==> src/rtl/exec_seq_pkg.sv <==
// Shared constants for the instruction sequencer: state codes, opcodes,
// H4 function codes, strobe bit positions and the multiply cycle count.
package exec_seq_pkg;

  localparam logic [2:0] S_IDLE    = 3'd0;
  localparam logic [2:0] S_F_ADDR  = 3'd1;
  localparam logic [2:0] S_F_WAIT  = 3'd2;
  localparam logic [2:0] S_PC_INC  = 3'd3;
  localparam logic [2:0] S_LD_B    = 3'd4;
  localparam logic [2:0] S_EXEC    = 3'd5;
  localparam logic [2:0] S_MUL_RUN = 3'd6;
  localparam logic [2:0] S_HALT    = 3'd7;

  localparam logic [3:0] OP_MOV = 4'd0;
  localparam logic [3:0] OP_ADD = 4'd1;
  localparam logic [3:0] OP_SUB = 4'd2;
  localparam logic [3:0] OP_CMP = 4'd3;
  localparam logic [3:0] OP_AND = 4'd4;
  localparam logic [3:0] OP_OR  = 4'd5;
  localparam logic [3:0] OP_XOR = 4'd6;
  localparam logic [3:0] OP_MUL = 4'd7;

  typedef enum logic [2:0] {
    ALU_PASS_A = 3'd0,
    ALU_ADD    = 3'd1,
    ALU_SUB    = 3'd2,
    ALU_AND    = 3'd3,
    ALU_OR     = 3'd4,
    ALU_XOR    = 3'd5,
    ALU_INC_A  = 3'd6
  } alu_fn_e;

  // ctl = {SB0,B0B,MMD,MDA,SMA,SHS,ALS_H4,EX0}
  localparam int CTL_EX0    = 0;
  localparam int CTL_ALS_H4 = 1;
  localparam int CTL_SHS    = 2;
  localparam int CTL_SMA    = 3;
  localparam int CTL_MDA    = 4;
  localparam int CTL_MMD    = 5;
  localparam int CTL_B0B    = 6;
  localparam int CTL_SB0    = 7;

  // op_flags = {MOV,ADD,SUB,CMP,AND,OR,XOR,MUL3}
  localparam int FLG_MUL3 = 0;
  localparam int FLG_XOR  = 1;
  localparam int FLG_OR   = 2;
  localparam int FLG_AND  = 3;
  localparam int FLG_CMP  = 4;
  localparam int FLG_SUB  = 5;
  localparam int FLG_ADD  = 6;
  localparam int FLG_MOV  = 7;

  localparam int MUL_CYCLES = 16;

  function automatic logic [7:0] onehot8(input logic [2:0] sel);
    onehot8 = 8'h01 << sel;
  endfunction

endpackage

==> src/rtl/exec_seq_if.sv <==
// Sequencer-side bundle: run/memory inputs and the registered strobe outputs.
interface exec_seq_if;
  logic        run;
  logic        mem_ready;
  logic [15:0] instr_in;
  logic [7:0]  ra_sel;
  logic [7:0]  sr_sel;
  logic [7:0]  ctl;
  logic [2:0]  alu_fn;
  logic [7:0]  op_flags;
  logic        busy;
  logic        illegal;

  modport master (
    input  run, mem_ready, instr_in,
    output ra_sel, sr_sel, ctl, alu_fn, op_flags, busy, illegal
  );

  modport slave (
    output run, mem_ready, instr_in,
    input  ra_sel, sr_sel, ctl, alu_fn, op_flags, busy, illegal
  );
endinterface

==> src/rtl/seq_decode.sv <==
// Opcode decoder: IR opcode field -> PSW flag, H4 function and class bits.
// Opcode 7 is a legal multiply only when EXEC_SEQ_MUL_EN is defined.
module seq_decode
  import exec_seq_pkg::*;
(
  input  logic [3:0] opcode,
  output logic [7:0] op_flags,
  output logic [2:0] alu_fn,
  output logic       is_cmp,
  output logic       is_mul,
  output logic       is_illegal
);

  always_comb begin
    op_flags   = '0;
    alu_fn     = ALU_PASS_A;
    is_cmp     = 1'b0;
    is_mul     = 1'b0;
    is_illegal = 1'b0;
    case (opcode)
      OP_MOV: op_flags[FLG_MOV] = 1'b1;
      OP_ADD: begin op_flags[FLG_ADD] = 1'b1; alu_fn = ALU_ADD; end
      OP_SUB: begin op_flags[FLG_SUB] = 1'b1; alu_fn = ALU_SUB; end
      OP_CMP: begin op_flags[FLG_CMP] = 1'b1; alu_fn = ALU_SUB; is_cmp = 1'b1; end
      OP_AND: begin op_flags[FLG_AND] = 1'b1; alu_fn = ALU_AND; end
      OP_OR:  begin op_flags[FLG_OR]  = 1'b1; alu_fn = ALU_OR;  end
      OP_XOR: begin op_flags[FLG_XOR] = 1'b1; alu_fn = ALU_XOR; end
`ifdef EXEC_SEQ_MUL_EN
      OP_MUL: begin op_flags[FLG_MUL3] = 1'b1; is_mul = 1'b1; end
`endif
      default: is_illegal = 1'b1;
    endcase
  end

endmodule

==> src/rtl/exec_sequencer.sv <==
// Moore fetch/execute sequencer driving register-select and datapath strobes.
// Optional multiply sequence is built only with EXEC_SEQ_MUL_EN defined.
//
// state   | meaning
// IDLE    | stopped, waiting for run
// F_ADDR  | PC (R7) onto A bus, shifter to MAR
// F_WAIT  | memory read, latch IR on mem_ready
// PC_INC  | R7 <= R7 + 1
// LD_B    | source register into B0
// EXEC    | H4 op, write dst (no write for CMP)
// MUL_RUN | 16-cycle multiply, write dst on last cycle
// HALT    | undefined opcode seen, exits on reset only
module exec_sequencer
  import exec_seq_pkg::*;
(
  input  logic        CLK,
  input  logic        CLR,
  exec_seq_if.master  bus
);

  logic [2:0]  state_q, state_d;
  logic [15:0] ir_q, ir_d;
  logic [7:0]  dec_flags;
  logic [2:0]  dec_alu;
  logic        is_cmp, is_mul, is_illegal;

  logic [7:0]  ra_d, sr_d, ctl_d, flags_d;
  logic [2:0]  alu_d;
  logic        busy_d;
  logic [7:0]  ra_q, sr_q, ctl_q, flags_q;
  logic [2:0]  alu_q;
  logic        busy_q, illegal_q;

`ifdef EXEC_SEQ_MUL_EN
  logic [4:0]  cnt_q, cnt_d;
`else
  logic        unused_is_mul;
  assign unused_is_mul = is_mul;
`endif

  // Decode the next IR so registered outputs line up with the next state.
  seq_decode u_decode (
    .opcode     (ir_d[15:12]),
    .op_flags   (dec_flags),
    .alu_fn     (dec_alu),
    .is_cmp     (is_cmp),
    .is_mul     (is_mul),
    .is_illegal (is_illegal)
  );

  always_comb begin
    state_d = state_q;
    ir_d    = ir_q;
`ifdef EXEC_SEQ_MUL_EN
    cnt_d   = cnt_q;
`endif
    case (state_q)
      S_IDLE:   if (bus.run) state_d = S_F_ADDR;
      S_F_ADDR: state_d = S_F_WAIT;
      S_F_WAIT: if (bus.mem_ready) begin
        ir_d    = bus.instr_in;
        state_d = S_PC_INC;
      end
      S_PC_INC: state_d = is_illegal ? S_HALT : S_LD_B;
      S_LD_B: begin
`ifdef EXEC_SEQ_MUL_EN
        if (is_mul) begin
          state_d = S_MUL_RUN;
          cnt_d   = 5'(MUL_CYCLES - 1);
        end else
`endif
          state_d = S_EXEC;
      end
      S_EXEC:   state_d = bus.run ? S_F_ADDR : S_IDLE;
`ifdef EXEC_SEQ_MUL_EN
      S_MUL_RUN: begin
        if (cnt_q == 5'd0) state_d = bus.run ? S_F_ADDR : S_IDLE;
        else               cnt_d   = cnt_q - 5'd1;
      end
`endif
      S_HALT:   state_d = S_HALT;
      default:  state_d = S_IDLE;
    endcase
  end

  always_comb begin
    ra_d    = '0;
    sr_d    = '0;
    ctl_d   = '0;
    flags_d = '0;
    alu_d   = ALU_PASS_A;
    busy_d  = (state_d != S_IDLE) && (state_d != S_HALT);
    case (state_d)
      S_F_ADDR: begin
        ra_d           = onehot8(3'd7);
        ctl_d[CTL_SHS] = 1'b1;
        ctl_d[CTL_SMA] = 1'b1;
      end
      S_F_WAIT: ctl_d[CTL_MMD] = 1'b1;
      S_PC_INC: begin
        ra_d              = onehot8(3'd7);
        sr_d              = onehot8(3'd7);
        alu_d             = ALU_INC_A;
        ctl_d[CTL_ALS_H4] = 1'b1;
      end
      S_LD_B: begin
        ra_d           = onehot8(ir_d[8:6]);
        ctl_d[CTL_SHS] = 1'b1;
        ctl_d[CTL_SB0] = 1'b1;
      end
      S_EXEC: begin
        ra_d              = onehot8(ir_d[11:9]);
        sr_d              = is_cmp ? 8'h00 : onehot8(ir_d[11:9]);
        alu_d             = dec_alu;
        flags_d           = dec_flags;
        ctl_d[CTL_B0B]    = 1'b1;
        ctl_d[CTL_ALS_H4] = 1'b1;
        ctl_d[CTL_EX0]    = 1'b1;
      end
`ifdef EXEC_SEQ_MUL_EN
      S_MUL_RUN: begin
        ra_d = onehot8(ir_d[11:9]);
        if (cnt_d == 5'd0) begin
          sr_d           = onehot8(ir_d[11:9]);
          alu_d          = dec_alu;
          flags_d        = dec_flags;
          ctl_d[CTL_EX0] = 1'b1;
        end
      end
`endif
      default: ;
    endcase
  end

  always_ff @(posedge CLK or negedge CLR) begin
    if (!CLR) begin
      state_q   <= S_IDLE;
      ir_q      <= '0;
      ra_q      <= '0;
      sr_q      <= '0;
      ctl_q     <= '0;
      flags_q   <= '0;
      alu_q     <= '0;
      busy_q    <= 1'b0;
      illegal_q <= 1'b0;
    end else begin
      state_q   <= state_d;
      ir_q      <= ir_d;
      ra_q      <= ra_d;
      sr_q      <= sr_d;
      ctl_q     <= ctl_d;
      flags_q   <= flags_d;
      alu_q     <= alu_d;
      busy_q    <= busy_d;
      illegal_q <= illegal_q | (state_d == S_HALT);
    end
  end

`ifdef EXEC_SEQ_MUL_EN
  always_ff @(posedge CLK or negedge CLR) begin
    if (!CLR) cnt_q <= '0;
    else      cnt_q <= cnt_d;
  end
`endif

  assign bus.ra_sel   = ra_q;
  assign bus.sr_sel   = sr_q;
  assign bus.ctl      = ctl_q;
  assign bus.alu_fn   = alu_q;
  assign bus.op_flags = flags_q;
  assign bus.busy     = busy_q;
  assign bus.illegal  = illegal_q;

endmodule
==> src/flat_wrapper.sv <==
// flat-port wrapper written by rule: the top's interface ports become plain ports
module exec_sequencer_flat import exec_seq_pkg::*;
  (CLK, CLR, bus_run, bus_mem_ready, bus_instr_in, bus_ra_sel, bus_sr_sel, bus_ctl, bus_alu_fn, bus_op_flags, bus_busy, bus_illegal);
  exec_seq_if bus_i ();
  input  logic CLK;
  input  logic CLR;
  input wire logic [$bits(bus_i.run)-1:0] bus_run;
  input wire logic [$bits(bus_i.mem_ready)-1:0] bus_mem_ready;
  input wire logic [$bits(bus_i.instr_in)-1:0] bus_instr_in;
  output wire logic [$bits(bus_i.ra_sel)-1:0] bus_ra_sel;
  output wire logic [$bits(bus_i.sr_sel)-1:0] bus_sr_sel;
  output wire logic [$bits(bus_i.ctl)-1:0] bus_ctl;
  output wire logic [$bits(bus_i.alu_fn)-1:0] bus_alu_fn;
  output wire logic [$bits(bus_i.op_flags)-1:0] bus_op_flags;
  output wire logic [$bits(bus_i.busy)-1:0] bus_busy;
  output wire logic [$bits(bus_i.illegal)-1:0] bus_illegal;
  assign bus_i.run = bus_run;
  assign bus_i.mem_ready = bus_mem_ready;
  assign bus_i.instr_in = bus_instr_in;
  assign bus_ra_sel = bus_i.ra_sel;
  assign bus_sr_sel = bus_i.sr_sel;
  assign bus_ctl = bus_i.ctl;
  assign bus_alu_fn = bus_i.alu_fn;
  assign bus_op_flags = bus_i.op_flags;
  assign bus_busy = bus_i.busy;
  assign bus_illegal = bus_i.illegal;
  exec_sequencer u_core (.CLK(CLK), .CLR(CLR), .bus(bus_i));
endmodule
==> config.mk <==
export PLATFORM = sky130hd
export DESIGN_NAME = exec_sequencer_flat
export DESIGN_NICKNAME = d
export VERILOG_FILES = /design/src/rtl/exec_seq_pkg.sv /design/src/rtl/exec_seq_if.sv /design/src/rtl/seq_decode.sv /design/src/rtl/exec_sequencer.sv /design/src/flat_wrapper.sv
export SDC_FILE = /design/constraint.sdc
export NUM_CORES = 1
export LEC_CHECK = 0
export CAP_MARGIN = 10
export CELL_PAD_IN_SITES_DETAIL_PLACEMENT = 1
export CELL_PAD_IN_SITES_GLOBAL_PLACEMENT = 2
export CORE_MARGIN = 2
export CORE_UTILIZATION = 31
export DETAILED_ROUTE_END_ITERATION = 10
export GPL_TIMING_DRIVEN = 0
export PLACE_DENSITY = 0.9
export SLEW_MARGIN = 20
export SYNTH_ARGS = -nofsm -noshare
export SYNTH_HDL_FRONTEND = slang
export SYNTH_SLANG_ARGS = --single-unit
==> constraint.sdc <==
create_clock -name CLK -period 3.9 [get_ports CLK]
set_input_delay 0.78 -clock CLK [delete_from_list [all_inputs] [get_ports CLK]]
set_output_delay 0.78 -clock CLK [all_outputs]
set_load 0.005 [all_outputs]
-- Word-level counts from Yosys, hierarchy flattened
Index checks and enable logic that the tools add are counted.
- bits in registers: 55
- output and inout port bits: 37
- eq/ne operators: 19
- shifts and indexed selects: 2
- muxes and demuxes: 26
- bitwise logic cells: 1
- reduce and logical (&&, ||, !) cells: 10
- operators with widths (kind ; number):
    2-to-1 mux 16 bit ; 2
    one-hot mux 8 bit (3 select lines) ; 1
    one-hot mux 3 bit (7 select lines) ; 1
    == test 3 bit (second input constant) ; 6
    2-to-1 mux 8 bit ; 2
    one-hot mux 8 bit (2 select lines) ; 1
    << shifter 1 x 3 -> 8 bit (first input constant) ; 2
    one-hot mux 3 bit (5 select lines) ; 1
    2-to-1 mux 1 bit ; 14
    == test 3 x 2 -> 1 bit (second input constant) ; 4
    == test 4 x 3 -> 1 bit (second input constant) ; 3
    == test 4 x 2 -> 1 bit (second input constant) ; 2
    OR reduction 2 bit ; 4
    OR reduction 7 bit ; 1
    == test 3 x 1 -> 1 bit (second input constant) ; 2
    2-to-1 mux 3 bit ; 2
    one-hot mux 3 bit (2 select lines) ; 1
    == test 4 x 1 -> 1 bit (second input constant) ; 1
    zero test 4 bit ; 1
    zero test 3 bit ; 1
    inequality test 3 bit (second input constant) ; 1
    nonzero test 3 bit ; 1
    2-to-1 mux 2 bit ; 1
    AND reduction 2 bit ; 1
    2 further kinds ; 2

-- Longest topological paths before layout
Gate-level depths: netlist (run 1).
- word-level depth: 9
- depth in mapped cells: 6

-- Modules after synthesis
A second synthesis (run 1) with hierarchy kept.
- cells, all modules: 167
- area total of the unflattened synthesis: 2011.9 um^2
- modules (own cells, without submodules) (module ; times used ; cells each ; area an instance (um^2) ; sequential area each (um^2)):
    exec_sequencer ; 1 ; 144 ; 1860.5 ; 1201.2
    seq_decode ; 1 ; 23 ; 151.4 ; 0.0

-- Worst setup path after synthesis (run 1)
OpenSTA, ideal clock, no wires.
- path kind: in2reg
- from: input port bus_mem_ready
- to: register u_core.ra_q[5], in the netlist u_core.bus.ra_sel[5]
- library setup time: 0.135 ns
- arrival: 1.613 ns
- setup slack: 2.152 ns
- stages: 5
- cell sequence: and4bb_1 > buf_6 > buf_6 > a31oi_1 > o22ai_1
- cells in the longest elaborated chain, start to end: 9
- elaborated cells on any way between the ends: 21
- RTL lines (item ; line ; text):
    from (decl) ; flat_wrapper.sv:8 ; input wire logic [$bits(bus_i.mem_ready)-1:0] bus_mem_ready;
    2-to-1 mux 16 bit ; exec_sequencer.sv:60 ; S_F_WAIT: if (bus.mem_ready) begin
    2-to-1 mux 16 bit ; exec_sequencer.sv:57 ; case (state_q)
    == test 4 x 3 -> 1 bit (tied with other cells) ; seq_decode.sv:20 ; case (opcode)
    OR reduction 7 bit (no line) ; -- ;
    2-to-1 mux 2 bit ; exec_sequencer.sv:64 ; S_PC_INC: state_d = is_illegal ? S_HALT : S_LD_B;
    one-hot mux 3 bit (7 select lines) ; exec_sequencer.sv:57 ;
    == test 3 x 1 -> 1 bit / == test 3 x 2 -> 1 bit (equally long branches) ; exec_sequencer.sv:93 ; case (state_d)
    OR reduction 2 bit (no line) ; -- ;
    one-hot mux 8 bit (3 select lines) * ; exec_sequencer.sv:93 ;
    via u_core.ra_d[5] ; exec_sequencer.sv:27 ; logic [7:0] ra_d, sr_d, ctl_d, flags_d;
    to (signal assigned) ; exec_sequencer.sv:149 ; ra_q <= ra_d;
    to (decl) ; exec_sequencer.sv:30 ; logic [7:0] ra_q, sr_q, ctl_q, flags_q;
The timed path passes the listed nets; every way through them passes the cells marked *.
A chain may end at the register's enable or synchronous reset.

-- Final worst setup path (run 1)
- from: input port bus_mem_ready
- to: register u_core.ra_q[7], in the netlist u_core.bus.ra_sel[7]
Same word-level chain as after synthesis.

==> results_dict.tcl, run 1 <==
set metrics [dict create \
    fillCellCount 725 \
    io_pins 57 \
    wire_per_inst_um 15.4 \
    rsz0062_at_grt "no" \
    grt_pass1_wl_um 8450 \
    fin_crit_ps 2290 \
    multi_input_area_um2 757 \
    synth_flop_cell "dfrtp_1" \
    total_leakage_power_nw 1.18 \
    clockBufferDepth 2 \
    drt_wl_total_um 5040 \
    final_antenna_net_count 0 \
    gp_congestion 0.786 \
    port_buffers 48 \
    nets 269 \
    clock_skew_ps 9.92 \
    power_density_nw_per_um2 640 \
    grt_max_degree 27 \
    dieArea_um2 7230 \
    synth.distinct_cells 45 \
    grt_overflow_total 0 \
    ys_ff_latch 47 \
    stdcell_count 327 \
    tightestPinTransition_ps 544 \
    cts_resized 0 \
    dp.cells 319 \
    clkSinkCount 47 \
    cts_hold_buf 0 \
    synth.cell_area_um2 2040 \
    grt_pass1_vias 1667 \
    htree_levels 2 \
    initial_utilization 0.321 \
    first_pass_iters 4 \
    fmax_mhz 438 \
    cap_violations 0 \
    synthCells 192 \
    rows 29 \
    ys_seq_area_frac 0.578 \
    antenna_found_initial 0 \
    vdd_ir_drop_max_uv 259 \
    clk_pin_slew_ps 90 \
    via_count 1651 \
    slew_headroom 0.632 \
    fin_crit_sh 0.586 \
    cp.arrival_ps 2450 \
    clockRootBuffer "clkbuf_8" \
    hold_class "input pin to async pin" \
    synth_edf_count 0 \
    syn2layout_area_growth_pct 34.2 \
    critPathLaunch "bus_mem_ready" \
    drive_gt1_frac 0.0960 \
    die_width_um 85.0 \
    cp-end-kind "register" \
    r2r_start "u_core.state_q[0]" \
    cts_tree "done" \
    track_usage 0.150 \
    avgSynthCellArea_um2 10.6 \
    setup_viol 0 \
    cts_buffers 5 \
    die_h_um 85.0 \
    final_max_slew_viol_count 0 \
    crit_type "input pin to register" \
    synth_warnings 0 \
    tns_ps 0 \
    drtIter0Drc 60 \
    core_um2 6350 \
    seq_area_um2 1180 \
    worst_setup_path_start_kind "input pin" \
    path_max_fanout 10 \
    outcome "completed" \
    cts_setup_buffers 0 \
    drc 0 \
    rrSetupSlack_ps 2120 \
    antenna-diode-count 0 \
    clk_latency_ps 300 \
    finalHoldViolCount 0 \
    synth-async-reset-ratio 1.00 \
    hpwlAfterDp_um 3670 \
    cp.required_ps 4060 \
    avgViaCountPerCell 5.05 \
]
==> cell type report <==
cell class              count  share of cell area
plain buffers              14              0.0307
inverters                   6             0.00825
well taps                  77              0.0353
multi-input cells         126               0.277
flip-flops and latches     47               0.431
clock buffers               8              0.0366
repair buffers             49               0.181
==> layout by cell type (no fill, tap or decap), types with 3 or more instances in the layout <==
| cell | instances |
|---|---|
| a21oi_1 | 4 |
| a31oi_1 | 3 |
| and3_1 | 4 |
| buf_2 | 4 |
| buf_4 | 3 |
| clkbuf_1 | 6 |
| clkbuf_8 | 7 |
| clkdlybuf4s50_1 | 47 |
| dfrtp_1 | 47 |
| inv_1 | 5 |
| mux2i_1 | 3 |
| nand2_1 | 26 |
| nand2b_1 | 5 |
| nand4_1 | 4 |
| nor2_1 | 15 |
| nor3_1 | 8 |
| nor3b_1 | 4 |
| o21ai_0 | 10 |
| o22ai_1 | 7 |
==> metrics by stage <==
stage                     hold WS (ps)  setup slack, ps  power, mW  area (µm²)  utilization
after detailed placement           455             1320       1.44        2630        0.414
after global placement             456              788       1.42        2620        0.412
after CTS                          455             1620       1.77        2730        0.430
after floorplan                    459             2150       1.14        2040            -
after global routing               471             1500       1.88        2730        0.430
final                              446             1610       1.75        2730        0.430
==> layer usage <==
layer	up-vias	global-route usage	part of all wire	wire length [µm]
li1	779	-	-	-
met1	829	0.200	0.45	2270
met2	38	0.243	0.50	2510
met3	5	0.0292	0.035	174
met4	0	0.0519	0.016	82
met5	-	0	0	0
==> cell usage after synthesis, types with 2 or more instances <==
cell,n,area [µm²]
clkbuf_1,5,18.8
and2_1,2,12.5
nand3_1,2,10.0
nand2b_1,5,31.3
inv_1,5,18.8
a31oi_1,3,18.8
nand4_1,4,25.0
o22ai_1,7,43.8
nor4bb_1,2,20.0
buf_6,2,22.5
a21oi_1,4,20.0
nor3_1,8,40.0
mux2i_1,3,30.0
nand2_1,26,97.6
nor3b_1,4,30.0
o21ai_0,10,50.1
xnor2_1,2,17.5
buf_2,3,15.0
buf_4,3,22.5
mux2_2,2,22.5
nor3b_2,2,25.0
and3_1,4,25.0
nand3b_1,2,15.0
dfrtp_1,47,1180
nor2_1,15,56.3
==> logic make-up (layout without fill, tap and decap cells) <==
group           count (synthesis)  in the layout  share of synthesized area
fa+ha+maj                       1              1                    0.00492
flops                          47             47                      0.578
mux                             5              5                     0.0258
other cells                     1              2                    0.00184
buf+inv                        20             77                     0.0522
simple gates                   83             83                      0.219
compound gates                 33             33                      0.110
xor+xnor                        2              2                    0.00861
==> worst max-delay path, cell delays in order <==
cell and delay (ps):
clkdlybuf4s50_1 530, nand4bb_1 270, buf_2 280, a31oi_1 420, o221ai_1 170
==> power by group <==
| group | total, mW | switching [mW] | internal (mW) |
|---|---|---|---|
| sequential | 0.699 | 0.0842 | 0.615 |
| combinational | 0.732 | 0.386 | 0.346 |
| clock | 0.317 | 0.155 | 0.162 |
| total | 1.75 | 0.625 | 1.12 |
==> registers in the layout, indices dropped and copies added (netlist names) <==
signal / cells
u_core.ir_q: 10
u_core.bus.ra_sel: 8
u_core.bus.sr_sel: 8
u_core.bus.op_flags: 7
u_core.bus.ctl: 6
u_core.bus.alu_fn: 3
u_core.state_q: 3
u_core.bus.busy: 1
u_core.bus.illegal: 1
==> final timing paths <==
path | end | cells after the start
min in group CLK | u_core.bus.illegal | 1
max in group asynchronous | u_core.bus.ra_sel[1] | 2
setup / recovery | u_core.bus.ra_sel[7] | 5
setup reg to reg | u_core.bus.ra_sel[7] | 4
hold / removal | u_core.bus.op_flags[5] | 1
hold reg to reg | u_core.bus.illegal | 1
No activity file was read; power rests on OpenSTA's default activity.
==> run 2, diff against run 1 <==
CORE_UTILIZATION = 29   (was 31)
PLACE_DENSITY = 0.85   (was 0.9)
clock period = 2.35 ns   (was 3.9 ns; I/O delays follow)
==> results_dict.tcl, run 2 (same netlist as run 1, synthesis figures left out) <==
set metrics [dict create \
    fmax_mhz 502 \
    grtUsageMet3 0.0330 \
    nets 269 \
    grt_overflow_total 0 \
    rsz0062_at_grt "no" \
    cap_violations 0 \
    tightestPinTransition_ps 583 \
    core_um2 6790 \
    layout_common_cells "47 x clkdlybuf4s50_1, 47 x dfrtp_1, 26 x nand2_1" \
    clk_pin_slew_ps 80 \
    cts_setup_buffers 0 \
    die_h_um 87.8 \
    hold_class "input pin to async pin" \
    dp.cells 338 \
    hpwlAfterDp_um 3760 \
    fin_crit_sh 0.848 \
    drt_wl_total_um 5130 \
    total_power_mw 2.86 \
    cts_resized 0 \
    crit_type "input pin to register" \
    avgViaCountPerCell 4.83 \
    grt_max_degree 27 \
    cts_hold_buf 0 \
    postLayoutCellArea_um2 2740 \
    cp.required_ps 2510 \
    clockRootBuffer "clkbuf_8" \
    outcome "completed" \
    final_antenna_net_count 0 \
    grt.met1_usage 0.196 \
    wire_per_inst_um 14.9 \
    seq_area_um2 1180 \
    stdcell_count 345 \
    finalHoldViolCount 0 \
    fillCellCount 776 \
    top_usage_layer "met2" \
    clkSinkCount 47 \
    cp-end-kind "register" \
    path_max_fanout 10 \
    setup_viol 0 \
    clock_skew_ps 4.27 \
    antenna-diode-count 0 \
    die_width_um 87.8 \
    worst_r2r_path_depth 4 \
    drive_gt1_frac 0.0964 \
    htree_levels 2 \
    grtUsageMet2 0.240 \
    via_count 1665 \
    clk_latency_ps 300 \
    clockBufferDepth 2 \
    power_density_nw_per_um2 1040 \
    drc 0 \
    first_pass_iters 4 \
    largest_register_ffs 10 \
    cp.arrival_ps 2160 \
    grt_pass1_vias 1701 \
    worst_setup_path_start_kind "input pin" \
    multi_input_area_um2 757 \
    grt_pass1_wl_um 8630 \
    total_leakage_power_nw 1.18 \
    vdd_ir_drop_max_uv 332 \
    slew_headroom 0.605 \
    cts_buffers 5 \
    rows 30 \
    syn2layout_area_growth_pct 34.7 \
    dieArea_um2 7710 \
    track_usage 0.147 \
    largest_register "u_core.ir_q" \
    cts_tree "done" \
    initial_utilization 0.300 \
    fin_crit_ps 1990 \
    dpl_cell_area_um2 2660 \
    port_buffers 48 \
    antenna_found_initial 0 \
    final_max_slew_viol_count 0 \
    gp_congestion 0.753 \
    io_pins 57 \
    drtIter0Drc 52 \
]
==> run 2: changes by cell type in the layout (fill, tap and decap cells not counted), sizes merged <==
cell    before  now
clkbuf      14   12
clkinv       1    2
==> run 2: power breakdown <==
| group | internal (mW) | leakage [nW] | switching [mW] | total [mW] |
|---|---|---|---|---|
| logic | 0.574 | 0.511 | 0.641 | 1.22 |
| clock network | 0.231 | 0.0470 | 0.259 | 0.490 |
| registers | 1.02 | 0.621 | 0.137 | 1.16 |
| total | 1.83 | 1.18 | 1.04 | 2.86 |
==> run 2: metal layers <==
layer / routed length (µm) / share of wire / vias up
met4: 76 / 0.015 / 0
met1: 2300 / 0.45 / 839
met3: 178 / 0.035 / 5
met2: 2570 / 0.50 / 36
met5: 0 / 0 / -
li1: - / - / 785
==> run 2: area by class of cell <==
type,count,area share
Multi-Input combinational cell,126,0.276
Clock buffer,6,0.0301
Sequential cell,47,0.429
Tap cell,96,0.0438
Buffer,14,0.0306
Clock inverter,1,0.00182
Timing Repair Buffer,49,0.181
Inverter,6,0.00821
==> run 2: path summary, 6_finish.rpt <==
path	from	end	slack (ps)
worst max-delay path	bus_mem_ready	u_core.bus.ra_sel[7]	360
min in group CLK	u_core.bus.illegal	u_core.bus.illegal	470
worst max register to register	u_core.state_q[0]	u_core.bus.ra_sel[7]	580
max in group asynchronous	CLR	u_core.bus.sr_sel[2]	1690
worst min register to register	u_core.bus.illegal	u_core.bus.illegal	470
worst min-delay path	CLR	u_core.bus.op_flags[5]	140
==> run 2: critical path: stages <==
cell and delay, ps:
clkdlybuf4s50_1 560, nand4bb_1 280, buf_2 280, a31oi_1 400
o221ai_1 170
==> run 2: per-stage QoR <==
stage	hold WS [ps]	setup WS, ps	setup TNS, ps	utilization
after floorplan	174	912	0	-
final	141	357	0	0.404
after global placement	456	-485	-22680	0.389
after detailed placement	455	34.7	0	0.391
after global routing	164	255	0	0.404
after CTS	156	349	0	0.404
==> run 3, diff against run 2 <==
clock period = 2 ns   (was 2.35 ns; I/O delays follow)
==> results_dict.tcl, run 3 (same netlist as run 1, synthesis figures left out) <==
set metrics [dict create \
    drc 0 \
    fillCellCount 780 \
    fin_crit_sh 0.933 \
    rr_endpoint "u_core.bus.sr_sel[2]" \
    rows 30 \
    seq_power_share 0.404 \
    p_int_mw 2.15 \
    final_antenna_net_count 0 \
    layout_common_cells "47 x clkdlybuf4s50_1, 47 x dfrtp_1, 26 x nand2_1" \
    wire_per_inst_um 14.9 \
    clockRootBuffer "clkbuf_8" \
    clock_skew_ps 4.77 \
    first_pass_iters 4 \
    antenna-diode-count 0 \
    syn2layout_area_growth_pct 35.1 \
    slew_headroom 0.625 \
    swShare 0.363 \
    clockPowerShare 0.171 \
    io_pins 57 \
    setup_viol 0 \
    cts_tree "done" \
    clk_latency_ps 300 \
    power_density_nw_per_um2 1230 \
    track_usage 0.147 \
    seq_area_um2 1180 \
    largest_register_ffs 10 \
    largest_register "u_core.ir_q" \
    crit_type "input pin to register" \
    port_buffers 48 \
    hold_class "input pin to async pin" \
    cp-end-kind "register" \
    cts_hold_buf 0 \
    nets 269 \
    fin_crit_ps 1870 \
    dieArea_um2 7710 \
    cp.arrival_ps 2030 \
    grt_overflow_total 0 \
    grt_pass1_wl_um 8630 \
    antenna_found_initial 0 \
    final_util 0.405 \
    core_um2 6790 \
    die_h_um 87.8 \
    avgViaCountPerCell 4.76 \
    clk_pin_slew_ps 80 \
    multi_input_area_um2 763 \
    final_max_slew_viol_count 0 \
    grt_max_degree 27 \
    vdd_ir_drop_max_uv 395 \
    clockBufferDepth 2 \
    postLayoutCellArea_um2 2750 \
    power_switching_mw 1.22 \
    cts_buffers 5 \
    combPwrFrac 0.424 \
    r2r_start "u_core.state_q[0]" \
    tns_ps 0 \
    initial_utilization 0.300 \
    cp.required_ps 2160 \
    path_max_fanout 10 \
    drtIter0Drc 72 \
    outcome "completed" \
    total_leakage_power_nw 1.18 \
    tightestPinTransition_ps 554 \
    finalHoldViolCount 0 \
    rsz0062_at_grt "no" \
    die_width_um 87.8 \
    worst_r2r_path_depth 6 \
    rrSetupSlack_ps 290 \
    drive_gt1_frac 0.104 \
    grt_pass1_vias 1701 \
    htree_levels 2 \
    dpl_cell_area_um2 2660 \
    worst_setup_path_start_kind "input pin" \
    drt_wl_total_um 5140 \
    via_count 1642 \
    cap_violations 0 \
    gp_congestion 0.753 \
    clkSinkCount 47 \
    fmax_mhz 536 \
    hpwlAfterDp_um 3760 \
]
## run 3: cell types whose count changed in the layout (fill, tap and decap cells not counted)
cell / previous run / this run
a31oi_1: 3 / 2
clkbuf_1: 5 / 4
a31oi_2: 1 / 2
clkbuf_2: 1 / 2
## run 3: area by class of cell
type	instances	area share
timing repair buffer	49	0.180
tap	96	0.0437
clock inverter	1	0.00182
clock buffer	6	0.0300
multi-input combinational	126	0.278
sequential	47	0.428
inverter	6	0.00819
buffer	14	0.0309
## run 3: worst max path at each step
| stage | start | end | cells past startpoint |
|---|---|---|---|
| 2_1_floorplan | u_core.state_q[0] | u_core.bus.ra_sel[0] | 6 |
| 3_3_place_gp | CLR | u_core.bus.sr_sel[2] | 1 |
| 3_5_place_dp | bus_mem_ready | u_core.bus.ra_sel[7] | 5 |
| 4_1_cts | bus_mem_ready | u_core.bus.ra_sel[7] | 5 |
| 5_1_grt | bus_mem_ready | u_core.bus.ra_sel[2] | 6 |
| 6_report | bus_mem_ready | u_core.bus.ra_sel[2] | 6 |
## run 3: what timing repair did
item | 4_1_cts | 5_1_grt
setup buffers | 0 | 0
gates resized for setup | 0 | 3
hold endpoints to repair | 0 | 0
endpoints found under the setup margin | 0 | 2
## run 3: metrics by stage
stage | total power, mW | instances | setup WS [ps] | hold slack (ps)
after detailed placement | 2.82 | 338 | -245 | 421
after CTS | 3.41 | 345 | 68.7 | 86.2
after global routing | 3.66 | 345 | 15.2 | 94.4
after global placement | 2.77 | 337 | -765 | 456
final | 3.37 | 345 | 135 | 69.7
after floorplan | 2.22 | 193 | 589 | 104
## run 3: worst max-delay path: stages
cell and delay [ps]:
clkdlybuf4s50_1 490, and4bb_1 260, buf_6 150, buf_6 140
a31oi_1 420, o22ai_1 170
## run 3: power by group through the flow
| stage | clock network (mW) | logic, mW | registers [mW] |
|---|---|---|---|
| final | 0.578 | 1.43 | 1.36 |
| after global routing | 0.659 | 1.60 | 1.40 |
| after CTS | 0.604 | 1.44 | 1.36 |
| after detailed placement | 0 | 1.43 | 1.38 |
| after global placement | 0 | 1.40 | 1.37 |
| after floorplan | 0 | 0.863 | 1.36 |
## run 3: per-layer routing
layer  GRT usage  vias to the layer above  part of all wire
met5           0                        -                 0
met4      0.0462                        0             0.015
met3      0.0330                        6             0.040
met2       0.240                       39              0.50
met1       0.196                      812              0.45
li1            -                      785                 -
